$ cat src/rtl/fft_find_top_peaks.sv
// Top-N peak finder over one frame of bit-reverse-ordered FFT magnitudes.
// Optional noise-floor estimate enabled by defining FFT_PEAK_NOISE_FLOOR_EN.
module fft_find_top_peaks #(
  parameter int NSamples = 1024,
  parameter int W        = 33,
  parameter int NPeaks   = 4,
  parameter int NBits    = $clog2(NSamples),
  parameter int CBits    = $clog2(NPeaks + 1)
) (
  input  logic                     clk,
  input  logic                     reset,
  input  logic [W-1:0]             mag,
  input  logic                     mag_valid,
  input  logic [NBits-1:0]         k_min,
  input  logic [W-1:0]             mag_thresh,
  input  logic                     restart,
  output logic [NPeaks*W-1:0]      peaks,
  output logic [NPeaks*NBits-1:0]  peaks_k,
  output logic [CBits-1:0]         peak_count,
  output logic                     peak_valid
`ifdef FFT_PEAK_NOISE_FLOOR_EN
  ,
  output logic [W-1:0]             noise_floor
`endif
);

  logic [W-1:0]            slot_mag_q [NPeaks];
  logic [W-1:0]            slot_mag_d [NPeaks];
  logic [NBits-1:0]        slot_k_q   [NPeaks];
  logic [NBits-1:0]        slot_k_d   [NPeaks];
  logic [NPeaks-1:0]       slot_full_q, slot_full_d;

  logic [W-1:0]            ins_mag  [NPeaks];
  logic [NBits-1:0]        ins_k    [NPeaks];
  logic [NPeaks-1:0]       ins_full;
  logic [NPeaks-1:0]       take;

  logic [NBits-1:0]        i_q, i_d;
  logic [NBits-1:0]        k_cur;
  logic                    accept, in_band, eligible, last_sample;

  logic [NPeaks*W-1:0]     peaks_q, peaks_d;
  logic [NPeaks*NBits-1:0] peaks_k_q, peaks_k_d;
  logic [CBits-1:0]        peak_count_q, peak_count_d;
  logic [CBits-1:0]        ins_count;
  logic                    peak_valid_q, peak_valid_d;

  // Samples arrive in bit-reversed order, so the bin index is the mirrored counter.
  always_comb begin
    k_cur = '0;
    for (int b = 0; b < NBits; b++) begin
      k_cur[b] = i_q[NBits-1-b];
    end
  end

  always_comb begin
    accept      = mag_valid && !restart;
    in_band     = !k_cur[NBits-1] && (k_cur >= k_min);
    eligible    = accept && in_band && (mag > mag_thresh);
    last_sample = accept && (i_q == NBits'(NSamples - 1));
  end

  // Slots stay sorted, so "take" is monotonic and its first set bit is the insert point.
  always_comb begin
    for (int j = 0; j < NPeaks; j++) begin
      take[j] = !slot_full_q[j] || (slot_mag_q[j] < mag);
    end

    if (eligible && take[0]) begin
      ins_mag[0]  = mag;
      ins_k[0]    = k_cur;
      ins_full[0] = 1'b1;
    end else begin
      ins_mag[0]  = slot_mag_q[0];
      ins_k[0]    = slot_k_q[0];
      ins_full[0] = slot_full_q[0];
    end

    for (int j = 1; j < NPeaks; j++) begin
      if (eligible && take[j]) begin
        if (take[j-1]) begin
          ins_mag[j]  = slot_mag_q[j-1];
          ins_k[j]    = slot_k_q[j-1];
          ins_full[j] = slot_full_q[j-1];
        end else begin
          ins_mag[j]  = mag;
          ins_k[j]    = k_cur;
          ins_full[j] = 1'b1;
        end
      end else begin
        ins_mag[j]  = slot_mag_q[j];
        ins_k[j]    = slot_k_q[j];
        ins_full[j] = slot_full_q[j];
      end
    end

    ins_count = '0;
    for (int j = 0; j < NPeaks; j++) begin
      ins_count = ins_count + CBits'(ins_full[j]);
    end
  end

  always_comb begin
    slot_mag_d   = slot_mag_q;
    slot_k_d     = slot_k_q;
    slot_full_d  = slot_full_q;
    i_d          = i_q;
    peaks_d      = peaks_q;
    peaks_k_d    = peaks_k_q;
    peak_count_d = peak_count_q;
    peak_valid_d = 1'b0;

    if (restart) begin
      for (int j = 0; j < NPeaks; j++) begin
        slot_mag_d[j] = '0;
        slot_k_d[j]   = '0;
      end
      slot_full_d = '0;
      i_d         = '0;
    end else if (accept) begin
      if (last_sample) begin
        // Final sample goes straight to the outputs; working slots restart empty.
        for (int j = 0; j < NPeaks; j++) begin
          peaks_d[j*W +: W]         = ins_mag[j];
          peaks_k_d[j*NBits +: NBits] = ins_k[j];
          slot_mag_d[j]             = '0;
          slot_k_d[j]               = '0;
        end
        peak_count_d = ins_count;
        peak_valid_d = 1'b1;
        slot_full_d  = '0;
        i_d          = '0;
      end else begin
        slot_mag_d  = ins_mag;
        slot_k_d    = ins_k;
        slot_full_d = ins_full;
        i_d         = i_q + NBits'(1);
      end
    end
  end

  always_ff @(posedge clk or posedge reset) begin
    if (reset) begin
      for (int j = 0; j < NPeaks; j++) begin
        slot_mag_q[j] <= '0;
        slot_k_q[j]   <= '0;
      end
      slot_full_q  <= '0;
      i_q          <= '0;
      peaks_q      <= '0;
      peaks_k_q    <= '0;
      peak_count_q <= '0;
      peak_valid_q <= 1'b0;
    end else begin
      slot_mag_q   <= slot_mag_d;
      slot_k_q     <= slot_k_d;
      slot_full_q  <= slot_full_d;
      i_q          <= i_d;
      peaks_q      <= peaks_d;
      peaks_k_q    <= peaks_k_d;
      peak_count_q <= peak_count_d;
      peak_valid_q <= peak_valid_d;
    end
  end

  assign peaks      = peaks_q;
  assign peaks_k    = peaks_k_q;
  assign peak_count = peak_count_q;
  assign peak_valid = peak_valid_q;

`ifdef FFT_PEAK_NOISE_FLOOR_EN
  localparam int AccBits = W + NBits - 1;

  logic [AccBits-1:0] acc_q, acc_d, acc_sum;
  logic [W-1:0]       noise_floor_q, noise_floor_d;

  // Dividing by NSamples/2 is a plain shift; the threshold does not gate the mean.
  always_comb begin
    acc_sum       = acc_q + ((accept && in_band) ? AccBits'(mag) : '0);
    acc_d         = acc_q;
    noise_floor_d = noise_floor_q;
    if (restart) begin
      acc_d = '0;
    end else if (accept) begin
      if (last_sample) begin
        noise_floor_d = acc_sum[AccBits-1 -: W];
        acc_d         = '0;
      end else begin
        acc_d = acc_sum;
      end
    end
  end

  always_ff @(posedge clk or posedge reset) begin
    if (reset) begin
      acc_q         <= '0;
      noise_floor_q <= '0;
    end else begin
      acc_q         <= acc_d;
      noise_floor_q <= noise_floor_d;
    end
  end

  assign noise_floor = noise_floor_q;
`endif

endmodule

$ cat config.mk
export PLATFORM = sky130hd
export DESIGN_NAME = fft_find_top_peaks
export DESIGN_NICKNAME = d
export VERILOG_FILES = /design/src/rtl/fft_find_top_peaks.sv
export SDC_FILE = /design/constraint.sdc
export NUM_CORES = 1
export LEC_CHECK = 0
export BUFFER_PORTS_ARGS = -buffer_cell sky130_fd_sc_hd__buf_2
export CELL_PAD_IN_SITES_DETAIL_PLACEMENT = 0
export CELL_PAD_IN_SITES_GLOBAL_PLACEMENT = 1
export CORE_AREA = 2 2 225 227
export CTS_CLUSTER_DIAMETER = 30
export DETAILED_ROUTE_END_ITERATION = 16
export DIE_AREA = 0 0 227 229
export PLACE_DENSITY_LB_ADDON = 0.25
export SLEW_MARGIN = 20
export SYNTH_ARGS = -nofsm -noshare
export SYNTH_HDL_FRONTEND = slang
export SYNTH_SLANG_ARGS = --single-unit
$ cat constraint.sdc
create_clock -name clk -period 13.7 [get_ports clk]
set_input_delay 2.055 -clock clk [delete_from_list [all_inputs] [get_ports clk]]
set_output_delay 2.055 -clock clk [all_outputs]
set_load 0.01 [all_outputs]
==> flow_summary.json <==
{
  "status": "finished, final reports clean",
  "final_antenna_net_count": 0,
  "io_buffers": 255,
  "final_area_sq_mm": 0.0267,
  "post_drt_wl_per_cell_microns": 23.6,
  "slew_violations": 0,
  "ir_drop_uv": 96.6,
  "finalHoldViolCount": 0,
  "cts_hold_buffers": 0,
  "cts_made_buffers": 98,
  "wirelength_microns": 73400,
  "syn_to_final_growth_pct": 23.4,
  "grt-ovfl-total": 0,
  "r2r-end": "peak_count[1]$_DFFE_PP0P_",
  "clock-sinks": 362,
  "hp-class": "reg -> reg",
  "rr_startpoint": "slot_mag_q[51]$_DFFE_PP0P_",
  "yosysWarnings": 0,
  "clk-insertion-delay-late_ns": 0.63,
  "whs_path_depth": 2,
  "nets": 2613,
  "skew_ns": 0.0253,
  "ys_seq_area_frac": 0.419,
  "period_share": 0.456,
  "rsz0062_at_grt": "false",
  "cellPowerDensity_mw_per_mm2": 135,
  "synth_area_sq_mm": 0.0216,
  "cts_buffer_depth": 3,
  "rows": 82,
  "reg2reg_depth": 13,
  "drc": 0,
  "final_util": 0.537,
  "clk_pin_slew_ns": 0.05,
  "start_util": 0.435,
  "worstMarginPinSlew_ns": 1.12,
  "n_antenna_cell": 0,
  "fillers": 4530,
  "synthFlopType": "dfrtp_1",
  "final_cell_mix": "dfrtp_1 (362), nand2_1 (316), buf_2 (255)",
  "critical_path_arrival_ns": 6.77,
  "crit_path_max_fanout": 79,
  "placed_cell_area_sq_mm": 0.0232,
  "synth-async-reset-ratio": 1.00,
  "maxSlewHeadroom": 0.254,
  "holdPathEnd": "peaks_k[2]$_DFFE_PP0P_",
  "die_y_microns": 229,
  "grt_pass1_wl_microns": 113000,
  "cp.required_ns": 14.22,
  "place.gp.congestion": 0.886,
  "setup_viol": 0,
  "ys_seq_elements": 362,
  "root_buffer": "clkbuf_16",
  "dieArea_sq_mm": 0.0520,
  "core_sq_mm": 0.0497,
  "total_leakage_power_nw": 14.2,
  "vias_per_cell": 5.92,
  "antenna_found_initial": 0,
  "reg2reg_setup_slack_ns": 8.74,
  "htreeDepth": 3,
  "drt_iter0_drc": 1471,
  "tns_ns": 0,
  "drive_gt1_frac": 0.235,
  "synth_cell_types": 67,
  "first_pass_iters": 5,
  "path_class": "in -> reg",
  "dp_hpwl_microns": 47900,
  "post_cts_resized": 0,
  "final_common_cell": "dfrtp_1",
  "cts_tree": "done",
  "setup.worst_path.end_class": "flop",
  "grt_max_degree": 146,
  "holdCritStartpoint": "peaks_k[2]$_DFFE_PP0P_",
  "die_w_microns": 227,
  "cp-start-kind": "input port",
  "synth_area_per_cell_sq_um": 10.1,
  "period_minus_slack_ns": 6.25,
  "grt_pass1_vias": 18900,
  "ioPinCount": 256,
  "fmaxAchievable_mhz": 160,
  "netlist_instances": 2136,
  "postCtsSetupBuffers": 0,
  "grt_usage": 0.283,
  "vias": 18400,
  "syn_nets": 2391,
  "drv_cap": 0,
  "synth_edf_count": 0
}
[cells in the mapped netlist, types with 53 or more instances]
| cell type | count | area share |
|---|---|---|
| a21o_1 | 53 | 0.018 |
| a21oi_1 | 63 | 0.015 |
| a22o_1 | 88 | 0.036 |
| clkbuf_1 | 85 | 0.015 |
| dfrtp_1 | 362 | 0.42 |
| ha_1 | 174 | 0.10 |
| inv_1 | 82 | 0.014 |
| mux2i_1 | 119 | 0.055 |
| nand2_1 | 318 | 0.055 |
| nand3_1 | 108 | 0.025 |
| nor2_1 | 94 | 0.016 |
| o21ai_0 | 88 | 0.020 |
[final cells by class]
class	instances	area, sq um	share of cell area
well taps	672	841	0.0315
inverters	83	327	0.0122
flip-flops and latches	362	9060	0.340
multi-input cells	1530	11500	0.430
clock buffers	128	2810	0.105
clock inverters	55	678	0.0254
repair buffers	283	1500	0.0562
[cell families after synthesis]
logic type                 synth area share
AOI/OAI and AO/OA                     0.232
xor gates and xnor gates            0.00122
adders and majority gates             0.102
buffers and inverters                0.0540
DFF                                   0.419
muxes                                0.0650
and+or+nand+nor                       0.127
[per-stage QoR]
| stage | hold WS [ns] | cells | total power, mW | worst slack (ns) |
|---|---|---|---|---|
| after CTS | 0.467 | 3113 | 3.63 | 7.50 |
| after floorplan | 0.469 | 2136 | 1.18 | 1.60 |
| after global routing | 0.500 | 3113 | 3.71 | 7.12 |
| final | 0.461 | 3113 | 3.61 | 7.45 |
| after detailed placement | 0.456 | 2930 | 1.24 | 6.87 |
| after global placement | 0.453 | 2930 | 1.23 | 6.89 |
[worst max-delay path, cell delays in order]
cell and delay (ns):
buf_2 0.16, inv_1 0.11, ha_1 0.33, a211oi_1 0.30
o22ai_1 0.14, o211ai_1 0.30, a21oi_1 0.20, o211ai_4 0.20
buf_4 0.78, nand3_4 0.91, mux2_1 0.65, ha_1 0.19
ha_1 0.26, nand2_1 0.06, nand2_1 0.07
[report_power, final]
group | total [mW] | switching, mW | internal (mW)
clock | 2.39 | 0.725 | 1.66
combinational | 0.145 | 0.106 | 0.0387
sequential | 1.08 | 0.00214 | 1.07
total | 3.61 | 0.833 | 2.78
[layer usage]
layer,track usage,up-vias,wire length (microns)
met1,0.387,9395,32800
li1,-,8381,-
met3,0.0432,99,3780
met2,0.461,569,35200
met5,0,-,0
met4,0.0893,0,1620
[worst max-delay path by stage]
stage / from / end / cells past startpoint
global placement: mag[2] / peak_count[1]$_DFFE_PP0P_ / 15
CTS: mag[2] / peak_count[1]$_DFFE_PP0P_ / 15
floorplan: reset / i_q[0]$_DFFE_PP0P_ / 1
detailed placement: mag[2] / peak_count[1]$_DFFE_PP0P_ / 15
global route: mag[18] / peak_count[1]$_DFFE_PP0P_ / 15
finish: mag[2] / peak_count[1]$_DFFE_PP0P_ / 15
[sequential cells by signal, indices dropped and copies added (netlist names)]
register	count
peaks	132
slot_mag_q	132
peaks_k	40
slot_k_q	40
i_q	10
slot_full_q	4
peak_count	3
peak_valid	1
Note: power is estimated with default switching activity, not from simulation.
